**config.mk**
```make
export PLATFORM = sky130hd
export DESIGN_NAME = aclk_ctrl_fsm
export DESIGN_NICKNAME = d
export VERILOG_FILES = /design/src/rtl/aclk_pkg.sv /design/src/rtl/aclk_sec_timer.sv /design/src/rtl/aclk_ctrl_fsm.sv
export SDC_FILE = /design/constraint.sdc
export NUM_CORES = 1
export LEC_CHECK = 0
export BUFFER_PORTS_ARGS = -buffer_cell sky130_fd_sc_hd__buf_2
export CAP_MARGIN = 30
export CORE_UTILIZATION = 30
export DETAILED_ROUTE_END_ITERATION = 10
export PLACE_DENSITY = 0.53
export SLEW_MARGIN = 20
export SYNTH_ARGS = -nofsm -noshare
export SYNTH_HDL_FRONTEND = slang
export SYNTH_HIERARCHICAL = 1
export SYNTH_SLANG_ARGS = --single-unit
export TNS_END_PERCENT = 30
```
**constraint.sdc**
```tcl
create_clock -name clk -period 4.15 [get_ports clk]
set_input_delay 0 -clock clk [delete_from_list [all_inputs] [get_ports clk]]
set_output_delay 0 -clock clk [all_outputs]
set_load 0.01 [all_outputs]
```
**src/rtl/aclk_pkg.sv**
```systemverilog
// Shared definitions for the alarm-clock keypad controller: key codes, state enum, digit test.
package aclk_pkg;

   localparam logic [3:0] KEY_ALARM = 4'hA;
   localparam logic [3:0] KEY_TIME  = 4'hB;

   typedef enum logic [2:0] {
      SHOW_TIME  = 3'd0,
      ENTRY      = 3'd1,
      SHOW_ALARM = 3'd2,
      LOAD_ALARM = 3'd3,
      LOAD_TIME  = 3'd4
   } aclk_state_t;

   function automatic logic is_digit(input logic [3:0] code);
      return (code <= 4'd9);
   endfunction

endpackage

```
**src/rtl/aclk_sec_timer.sv**
```systemverilog
// Clearable, saturating one_second counter with a terminal-count compare against i_limit.
module aclk_sec_timer #(
   parameter int W = 4
) (
   input  logic         clk,
   input  logic         reset,
   input  logic         i_clear,
   input  logic         i_enable,
   input  logic         i_tick,
   input  logic [W-1:0] i_limit,
   output logic         o_tc
);

   localparam logic [W-1:0] CNT_MAX = {W{1'b1}};

   logic [W-1:0] r_cnt;

   // Second counter: clear wins over increment, saturates at all-ones.
   always_ff @(posedge clk) begin
      if (reset) begin
         r_cnt <= {W{1'b0}};
      end else if (i_clear) begin
         r_cnt <= {W{1'b0}};
      end else if (i_enable && i_tick && (r_cnt != CNT_MAX)) begin
         r_cnt <= r_cnt + W'(1);
      end else begin
         r_cnt <= r_cnt;
      end
   end

   // Fires on the tick that would bring the count up to the limit.
   assign o_tc = i_enable && i_tick && (r_cnt == (i_limit - W'(1)));

endmodule

```
**src/rtl/aclk_ctrl_fsm.sv**
```systemverilog
// Keypad control FSM for the alarm clock; all outputs registered.
// Optional idle/display timeouts are built when ACLK_TIMEOUT_EN is defined.
module aclk_ctrl_fsm
   import aclk_pkg::*;
#(
   parameter int TIMEOUT_SEC    = 10,
   parameter int SHOW_ALARM_SEC = 5,
   parameter int NUM_DIGITS     = 4
) (
   input  logic       clk,
   input  logic       reset,
   input  logic       key_valid,
   input  logic [3:0] key_code,
   input  logic       one_second,
   output logic       shift,
   output logic       clear_entry,
   output logic       show_new_time,
   output logic       show_a,
   output logic       load_new_a,
   output logic       load_new_c,
   output logic       reset_count,
   output logic [2:0] digit_cnt
);

   localparam logic [2:0] DIG_MAX = 3'(NUM_DIGITS);

   aclk_state_t r_state, w_next_state;
   logic [2:0]  r_digit_cnt, w_digit_cnt;
   logic        r_shift, r_clear, r_show_new, r_show_a, r_load_a, r_load_c;
   logic        w_shift, w_clear, w_digit_clr;
   logic        w_key_dig, w_key_alarm, w_key_time, w_key_any;
   logic        w_tc;

   assign w_key_dig   = key_valid && is_digit(key_code);
   assign w_key_alarm = key_valid && (key_code == KEY_ALARM);
   assign w_key_time  = key_valid && (key_code == KEY_TIME);
   assign w_key_any   = w_key_dig || w_key_alarm || w_key_time;

`ifdef ACLK_TIMEOUT_EN
   localparam int SEC_MAX = (TIMEOUT_SEC > SHOW_ALARM_SEC) ? TIMEOUT_SEC : SHOW_ALARM_SEC;
   localparam int SEC_W   = $clog2(SEC_MAX + 1);

   logic [SEC_W-1:0] w_limit;
   logic             w_timer_en, w_timer_clr;

   assign w_limit     = (r_state == SHOW_ALARM) ? SEC_W'(SHOW_ALARM_SEC) : SEC_W'(TIMEOUT_SEC);
   assign w_timer_en  = (r_state == ENTRY) || (r_state == SHOW_ALARM);
   // Any state change restarts the count, as does every digit typed in ENTRY.
   assign w_timer_clr = (w_next_state != r_state) || w_digit_clr;

   aclk_sec_timer #(.W(SEC_W)) u_sec_timer (
      .clk      (clk),
      .reset    (reset),
      .i_clear  (w_timer_clr),
      .i_enable (w_timer_en),
      .i_tick   (one_second),
      .i_limit  (w_limit),
      .o_tc     (w_tc)
   );
`else
   logic w_unused_sec;
   assign w_unused_sec = one_second;
   assign w_tc         = 1'b0;
`endif

   // Next-state and next-output decode; keys always take priority over the timeout.
   always_comb begin
      w_next_state = r_state;
      w_digit_cnt  = r_digit_cnt;
      w_shift      = 1'b0;
      w_clear      = 1'b0;
      w_digit_clr  = 1'b0;
      case (r_state)
         SHOW_TIME: begin
            if (w_key_dig) begin
               w_next_state = ENTRY;
               w_shift      = 1'b1;
               w_digit_cnt  = 3'd1;
            end else if (w_key_alarm) begin
               w_next_state = SHOW_ALARM;
            end else begin
               w_next_state = SHOW_TIME;
            end
         end
         ENTRY: begin
            if (w_key_dig) begin
               w_digit_clr = 1'b1;
               if (r_digit_cnt < DIG_MAX) begin
                  w_shift     = 1'b1;
                  w_digit_cnt = r_digit_cnt + 3'd1;
               end else begin
                  w_digit_cnt = r_digit_cnt;
               end
            end else if (w_key_alarm || w_key_time) begin
               if (r_digit_cnt == DIG_MAX) begin
                  w_next_state = w_key_alarm ? LOAD_ALARM : LOAD_TIME;
               end else begin
                  w_next_state = SHOW_TIME;
                  w_clear      = 1'b1;
                  w_digit_cnt  = 3'd0;
               end
            end else if (w_tc) begin
               w_next_state = SHOW_TIME;
               w_clear      = 1'b1;
               w_digit_cnt  = 3'd0;
            end else begin
               w_next_state = ENTRY;
            end
         end
         SHOW_ALARM: begin
            if (w_key_any || w_tc) begin
               w_next_state = SHOW_TIME;
            end else begin
               w_next_state = SHOW_ALARM;
            end
         end
         LOAD_ALARM, LOAD_TIME: begin
            w_next_state = SHOW_TIME;
            w_digit_cnt  = 3'd0;
         end
         default: begin
            w_next_state = SHOW_TIME;
            w_digit_cnt  = 3'd0;
         end
      endcase
   end

   // State and registered outputs; load strobes and display levels follow the state being entered.
   always_ff @(posedge clk) begin
      if (reset) begin
         r_state     <= SHOW_TIME;
         r_digit_cnt <= 3'd0;
         r_shift     <= 1'b0;
         r_clear     <= 1'b0;
         r_show_new  <= 1'b0;
         r_show_a    <= 1'b0;
         r_load_a    <= 1'b0;
         r_load_c    <= 1'b0;
      end else begin
         r_state     <= w_next_state;
         r_digit_cnt <= w_digit_cnt;
         r_shift     <= w_shift;
         r_clear     <= w_clear;
         r_show_new  <= (w_next_state == ENTRY);
         r_show_a    <= (w_next_state == SHOW_ALARM);
         r_load_a    <= (w_next_state == LOAD_ALARM);
         r_load_c    <= (w_next_state == LOAD_TIME);
      end
   end

   assign shift         = r_shift;
   assign clear_entry   = r_clear;
   assign show_new_time = r_show_new;
   assign show_a        = r_show_a;
   assign load_new_a    = r_load_a;
   assign load_new_c    = r_load_c;
   assign reset_count   = r_load_c;
   assign digit_cnt     = r_digit_cnt;

endmodule
```
After elaboration in Yosys (flattened, before gate mapping)
Index checks and enable logic that the tools add are counted.
{"block": "classes", "addsub": 1, "n_reduce_logical": 9, "magnitude_cmp": 2, "eq_ne": 13, "n_bitwise": 3, "mux": 19}
{"op": "two-way mux 3 bit", "n": 9}
{"op": "case mux 3 bit (3 select lines)", "n": 2}
{"op": "equality test 3 x 2 -> 1 bit (second input constant)", "n": 3}
{"op": "inequality test 3 bit (second input constant)", "n": 3}
{"op": "equality test 4 bit (second input constant)", "n": 2}
{"op": "equality test 3 x 1 -> 1 bit (second input constant)", "n": 2}
{"op": "equality test 3 bit (second input constant)", "n": 2}
{"op": "two-way mux 2 bit", "n": 3}
{"op": "AND reduction 5 bit", "n": 1}
{"op": "<= comparator 4 bit (second input constant)", "n": 1}
{"op": "two-way mux 1 bit", "n": 4}
{"op": "OR reduction 4 bit", "n": 1}
{"op": "adder 3 x 1 -> 3 bit (second input constant)", "n": 1}
{"op": "logical AND 1 bit", "n": 3}
{"op": "logical NOT 3 bit", "n": 1}
{"op": "logical OR 1 bit", "n": 3}
{"op": "less-than comparator 3 bit (second input constant)", "n": 1}
{"op": "inverter 1 bit", "n": 3}
{"op": "inequality test 2 bit (second input constant)", "n": 1}
{"op": "case mux 1 bit (2 select lines)", "n": 1}
{"block": "word_totals", "reg_bits": 12, "elab_cells": 55}

Longest topological paths before layout
Gate-level depths: netlist of the first run.
{"block": "depth", "depth_word": 8, "mapped_depth": 6, "mapped_depth_nobuf": 6}

Least setup slack after synthesis of the first run
No wires, ideal clock.
{"block": "synth_timing", "kind": "register -> register", "from": "register r_digit_cnt[0], in the netlist digit_cnt[0]", "to": "register r_load_a, in the netlist load_new_a", "stages_incl_launch_ff": 7, "path_buffers": 0, "setup_slack_ns": 2.532, "t_arrival_ns": 1.504, "setup_ns": 0.114, "cell_sequence": "dfxtp_1 -> inv_1 -> ha_1 -> nand2_1 -> a2111oi_2 -> o21ai_1 -> a2111oi_0"}
{"block": "synth_via", "elab_chain_cells": 6}
{"item": "from (decl)", "line": "aclk_ctrl_fsm.sv:28", "rtl": "logic [2:0] r_digit_cnt, w_digit_cnt;"}
{"item": "from (signal assigned)", "line": "aclk_ctrl_fsm.sv:141", "rtl": "r_digit_cnt <= w_digit_cnt;"}
{"item": "equality test 3 bit", "line": "aclk_ctrl_fsm.sv:95", "rtl": "if (r_digit_cnt == DIG_MAX) begin"}
{"item": "two-way mux 3 bit", "line": "aclk_ctrl_fsm.sv:95"}
{"item": "two-way mux 3 bit", "line": "aclk_ctrl_fsm.sv:94", "rtl": "end else if (w_key_alarm || w_key_time) begin"}
{"item": "two-way mux 3 bit", "line": "aclk_ctrl_fsm.sv:86", "rtl": "if (w_key_dig) begin"}
{"item": "case mux 3 bit (3 select lines)", "line": "aclk_ctrl_fsm.sv:73", "rtl": "case (r_state)"}
{"item": "equality test 3 x 2 -> 1 bit", "line": "aclk_ctrl_fsm.sv:146", "rtl": "r_load_a <= (w_next_state == LOAD_ALARM);"}
{"item": "to (signal assigned)", "line": "aclk_ctrl_fsm.sv:146"}
{"item": "to (decl)", "line": "aclk_ctrl_fsm.sv:29", "rtl": "logic r_shift, r_clear, r_show_new, r_show_a, r_load_a, r_load_c;"}
Every way passes these cells.
A chain may end at the register's enable or synchronous reset.

Worst setup path after layout of the first run
Same ends and word-level chain as after synthesis.

==> impl_results.md, run 1 <==
* Ys Warns at 6
* Commonest cells after routing, fill and taps aside: buf_2 (16), dfxtp_1 (12), o21ai_0 (5)
* CTS sink cnt at 12
* Leakage Power at approximately 0.32 nW
* Mapped Cells at between 60 and 70
* Final std cells w/o fill at around 110
* Largest net degree at the start of global routing at 12
* Final TNS setup at 0 ns
* Design Area, Final at approximately 740 um^2
* DIE AREA at around 2200 um^2
* CTS tree: built
* CP Max Fanout at 6
* Endpoints failing setup at 0
* Postcts setup bufs at 0
* Slew HR at between 70% and 80%
* Area growth, synth to finish at 21.47%
* Peak VDD IR at between 200 and 250 uV
* I/O pin count at 18
* Hold slack at ~0.055 ns
* Final worst setup slack at ~2.3 ns
* # H-tree levels at 1
* Status: completed
* All-Layer GR Usage at between 10% and 20%
* Worst slew pin tran at 0.3621 ns
* Final nets at 95
* Avg WL per Cell at around 12 um
* Worst Clk Skew at slightly below 0.003 ns
* Ant diodes at 0
* Post-layout min period at ~1.8 ns
* Cts-stage hold buffer count at 1
* CTS root buf: clkbuf_4
* Req. time, crit path at ~4.3 ns
* RePlAce Congestion at approximately 0.77
* Cts bufs inserted at 3
* Worst-Skew Late Latency at 0.27 ns
* Synth area leaders: dfxtp_1 (39%), ha_1 (4.1%), o21ai_0 (4.1%)
* Crit start category: flop
* Vias per inst at around 5.0
* RSZ-0062 raised after global routing: false
* Pre-CTS setup slack at about 2.3 ns
* Placed cell area at around 700 um^2
* Commonest non-fill, non-tap cell in the layout: buf_2
* Antenna Violating Nets Remaining at 0
* DRC at 0
* Period utilisation layout at between 40% and 50%
* Final WL at roughly 1300 um
* Yosys cell types at 34
* I/O Buffers at 16
* Dpl cells at ~100
* Sequential share of the synthesized area at between 30% and 40%
* Slew Viols, Final at 0
* Signal arrival time at the worst endpoint at ~2 ns
* Max Cap Viol at 0
* CP Capture Type: flop
* Syn Area/Cell at 9.413 um^2
* 1st-iter DRT viols at 8
* Resize count post-CTS at 0
* HP Class: primary input to flop
* Top-area cell type share of the netlist area at around two fifths
* Final Hold Vio Count at 0
* Antenna violations before repair at 0
* Final Util at about two fifths
* Mapped Area at between 600 and 700 um^2
* Cell taking the most area after synthesis: dfxtp_1
* Die height at between 40 and 50 um
* CTS Buffer Depth at 2
* Row cnt at 15
* First-pass GRT wire length at between 2000 and 2500 um
* Core footprint at roughly 1800 um^2
* Die Width at about 47 um
* Pwr Total at 223.7 uW
* Global route overflow at 0
* Net Count, Synth at 75
* Critical path class: flop to flop
* Seq cells post-synth at 12
* Fmax at 0.5457 GHz
* 1st-pass router iterations at 3
* Clock transition at path regs at approximately 0.070 ns
* Initial core utilization at ~34%
* Via count at approximately 540
* Vias in the first global route at 460
* Layout cells sized above 1 at 30.12%
* PD cells at about 300 nW/um^2
* Post-DP HPWL at around 950 um
## layout make-up
class	count	area [um^2]
Clock buffer	3	22.52
Fill cell	197	1077
Inverter	4	15.01
Multi-Input combinational cell	47	344.1
Sequential cell	12	240.2
Tap cell	25	31.28
Timing Repair Buffer	17	90.09
## cells by family (layout without fill, tap and decap cells)
group                      after synthesis  count (layout)  synth area share [%]
adders and majority gates                2               2                 4.089
buffers and inverters                    6              24                 4.498
and+or+nand+nor                         24              24                 26.18
muxes                                    1               1                 1.636
AOI/OAI and AO/OA                       20              20                 24.33
DFF                                     12              12                 39.26
## worst paths after layout
kind                start      endpoint  slack (ns)  depth (start not counted)
min reg2reg  digit_cnt[1]  digit_cnt[1]        0.50                          2
min           key_code[0]    load_new_c        0.06                          3
max          digit_cnt[0]    load_new_a        2.32                          6
max reg2reg  digit_cnt[0]    load_new_a        2.32                          6
## routing by layer
| layer | up-vias | share of wire [%] | global-route usage [%] |
|---|---|---|---|
| li1 | 281 | - | - |
| met1 | 246 | 51 | 20.37 |
| met2 | 11 | 44 | 18.06 |
| met3 | 0 | 5.2 | 7.692 |
| met4 | 0 | 0 | 2.857 |
| met5 | - | 0 | 0 |
## cell usage after synthesis (all sizes together)
cell / number
buf: 2
o2111ai: 1
a2111oi: 3
a211o: 1
a21oi: 2
or2: 2
o2bb2ai: 1
o21ai: 6
o211ai: 1
dfxtp: 12
nor4b: 2
o21a: 2
nand3: 1
or3: 1
and2b: 1
nor2: 4
and2: 1
nor3b: 1
nand4b: 1
a211oi: 1
or3b: 1
o211a: 1
and3b: 1
nor3: 3
nand2: 4
mux2i: 1
or2b: 1
a221oi: 1
inv: 4
ha: 2
## power by group
part           switching [mW]  total, mW  internal (mW)  leakage [nW]
Clock                  0.0364     0.0699         0.0335        0.0138
Sequential            0.00366      0.122          0.118        0.0976
Combinational          0.0175     0.0316         0.0141         0.206
Total                  0.0575      0.224          0.166         0.318
## critical path, cell delays in order (launching register included)
cell,delay (ns)
dfxtp_1,0.35
inv_1,0.07
ha_1,0.28
nand2_1,0.10
a2111oi_2,0.36
o21ai_1,0.18
a2111oi_0,0.37
## flip-flops by register name, indices dropped and copies added (netlist names)
register and cells:
digit_cnt 3, show_a 1, load_new_a 1, r_state 3
shift 1, show_new_time 1, clear_entry 1, load_new_c 1
No activity file was read; power rests on OpenSTA's default activity.
==> run 2: changes to the inputs <==
==> constraint.sdc (replaced) <==
create_clock -name clk -period 1.7 [get_ports clk]
set_input_delay 0 -clock clk [delete_from_list [all_inputs] [get_ports clk]]
set_output_delay 0 -clock clk [all_outputs]
set_load 0.01 [all_outputs]
==> run 2 against run 1 <==
Hold slack gained 0.0024 ns. Global-route usage grew 0.29 points. Largest cell class unchanged. Critical path type unchanged. Final area grew 8.6%. Highest routed layer is now met4. Clock-buffer cell count is the same. Critical path depth shrank 2. Register-to-register slack lost 2.2 ns. Clock power grew 140%.
==> impl_results.md, run 2 (same netlist as run 1, synthesis figures left out) <==
* Comb pwr share at 17.2% (+3.1 points)
* Max Cap Viol at 0 (unchanged)
* GRT met2 Usage at 21.39% (+3.3 points)
* Final WL at 1380 um (+4.9%)
* CTS root buf: clkbuf_4
* Crit start category: flop
* PD cells at 689.6 nW/um^2 (+130%)
* CP max stage delay at 0.45 ns (+0.08 ns)
* Fmax at 0.6348 GHz (+16%)
* Vias in the first global route at 502 (+9.1%)
* Largest net degree at the start of global routing at 11 (-1)
* Slowest cell on the critical path: or3b_1
* CTS Buffer Depth at 2 (unchanged)
* Top delay family on crit path: simple AND/OR/NAND/NOR gates
* Final worst setup slack at 0.1247 ns (-2.193 ns)
* Met1 Use GR at 19.59% (-0.78 points)
* Worst Clk Skew at 0.004050 ns (+0.001162 ns)
* Post-DP HPWL at 1026 um (+8.4%)
* Clock transition at path regs at 0.07 ns (about the same)
* Final nets at 101 (+6.3%)
* Slew Viols, Final at 0 (unchanged)
* Final TNS setup at 0 ns (unchanged)
* Hold slack at 0.05770 ns (+0.002372 ns)
* Vias per inst at 4.974 (-0.16%)
* CTS sink cnt at 12 (unchanged)
* Buf/Inv on CP at 0 (-1)
* CP Max Fanout at 5 (-1)
* P_int at 414.9 uW (+150%)
* Switching share of power at 25.45% (-0.27 points)
* Global route overflow at 0 (unchanged)
* Antenna violations before repair at 0 (unchanged)
* Grt peak-use layer: met2
* RSZ-0062 raised after global routing: false
* DRC at 0 (unchanged)
* Crit path cell chain: or3b_1, or2_4, or3_1, mux2i_1
* Req. time, crit path at 1.90 ns (-2.40 ns)
* CP Capture Type: flop
* Initial core utilization at 33.61% (unchanged)
* I/O Buffers at 16 (unchanged)
* RePlAce Congestion at 0.7956 (+3.6%)
* Flop pwr share at 52.5% (-2.1 points)
* Commonest non-fill, non-tap cell in the layout: buf_2
* Antenna Violating Nets Remaining at 0 (unchanged)
* Layout cells sized above 1 at 35.96% (+5.8 points)
* Worst-Skew Late Latency at 0.27 ns (about the same)
* Avg WL per Cell at 12.11 um (-0.66%)
* DIE AREA at 2224 um^2 (unchanged)
* Ant diodes at 0 (unchanged)
* Dpl cells at 110 (+5.8%)
* Core footprint at 1821 um^2 (unchanged)
* Critical path class: flop to flop
* Endpoints failing setup at 0 (unchanged)
* Final Util at 44.33% (+3.5 points)
* Peak VDD IR at 381.1 uV (+76%)
* Die height at 47.16 um (unchanged)
* NetSw at 141.7 uW (+150%)
* Die Width at 47.16 um (unchanged)
* Clock share of power at 30.3% (-1.0 points)
* # H-tree levels at 1 (unchanged)
* Post-layout min period at 1.575 ns (-0.2572 ns)
* Leakage Power at 0.3484 nW (+9.7%)
* Cts bufs inserted at 3 (unchanged)
* Period utilisation layout at 92.66% (+49 points)
* I/O pin count at 18 (unchanged)
* Pre-CTS setup slack at 0.1021 ns (-2.246 ns)
* Row cnt at 15 (unchanged)
* Final std cells w/o fill at 114 (+5.6%)
* All-Layer GR Usage at 14.36% (+0.29 points)
* First-pass GRT wire length at 2270 um (+4.8%)
* HP Class: primary input to flop
* CTS tree: built
* Commonest cells after routing, fill and taps aside: buf_2 (16), dfxtp_1 (12), buf_4 (6), o21ai_0 (5)
* 1st-pass router iterations at 4 (+1)
* Signal arrival time at the worst endpoint at 1.78 ns (-0.20 ns)
* Area growth, synth to finish at 31.90%
* Final Hold Vio Count at 0 (unchanged)
* Status: completed
* Via count at 567 (+5.4%)
* Slew HR at 74.21% (-1.6 points)
* 1st-iter DRT viols at 5 (-3)
* Worst slew pin tran at 0.3770 ns (+0.01498 ns)
* GR Layer Usage met3 at 6.538% (-1.2 points)
==> run 2: changes by cell type in the layout (fill, tap and decap cells not counted) <==
| cell | change |
|---|---|
| a2111oi_4 | +1 |
| a2111oi_0 | -1 |
| buf_4 | +6 |
==> run 2: timing repair <==
item | CTS | global route
resized for setup | 0 | 3
endpoints found under the setup margin | 0 | 1
setup buffers | 0 | 0
hold buffers | 1 | 0
endpoints found under the hold margin | 2 | 0
==> run 2: final cells by class <==
type	count	area, um^2
clock buffer	3	22.52
multi-input combinational	47	362.8
fill	183	1013
timing repair buffer	23	135.1
inverter	4	15.01
sequential	12	240.2
tap	25	31.28
==> run 2: path summary, 6_finish.rpt <==
check	startpoint	to	slack (ns)	cells past startpoint
hold / removal	key_code[0]	load_new_c	0.06	3
setup / recovery	r_state[2]	digit_cnt[1]	0.12	4
setup reg to reg	r_state[2]	digit_cnt[1]	0.12	4
hold reg to reg	digit_cnt[1]	digit_cnt[1]	0.50	2
==> run 2: routing by layer <==
| layer | wire length, um | part of all wire [%] | vias up |
|---|---|---|---|
| met2 | 619 | 45 | 19 |
| li1 | - | - | 291 |
| met1 | 655 | 47 | 255 |
| met5 | 0 | 0 | - |
| met3 | 96 | 7.0 | 2 |
| met4 | 9 | 0.65 | 0 |
==> run 2: tightest hold or removal path, stage by stage <==
cell	delay, ns
buf_2	0.13
nand3_1	0.10
nor4b_1	0.05
==> run 2: power groups by stage <==
stage	logic (mW)	registers [mW]	clock network [mW]
2_1_floorplan	0.0433	0.306	0
3_3_place_gp	0.0911	0.299	0
3_5_place_dp	0.0903	0.299	0
4_1_cts	0.0924	0.292	0.178
5_1_grt	0.108	0.293	0.185
6_report	0.0956	0.292	0.169
==> run 2: through the flow <==
step / power [mW] / cell area (um^2)
after floorplan: 0.3493 / 611.8
after global placement: 0.3898 / 755.7
after detailed placement: 0.3890 / 755.7
after CTS: 0.5626 / 788.3
after global routing: 0.5863 / 807.0
final: 0.5565 / 807.0
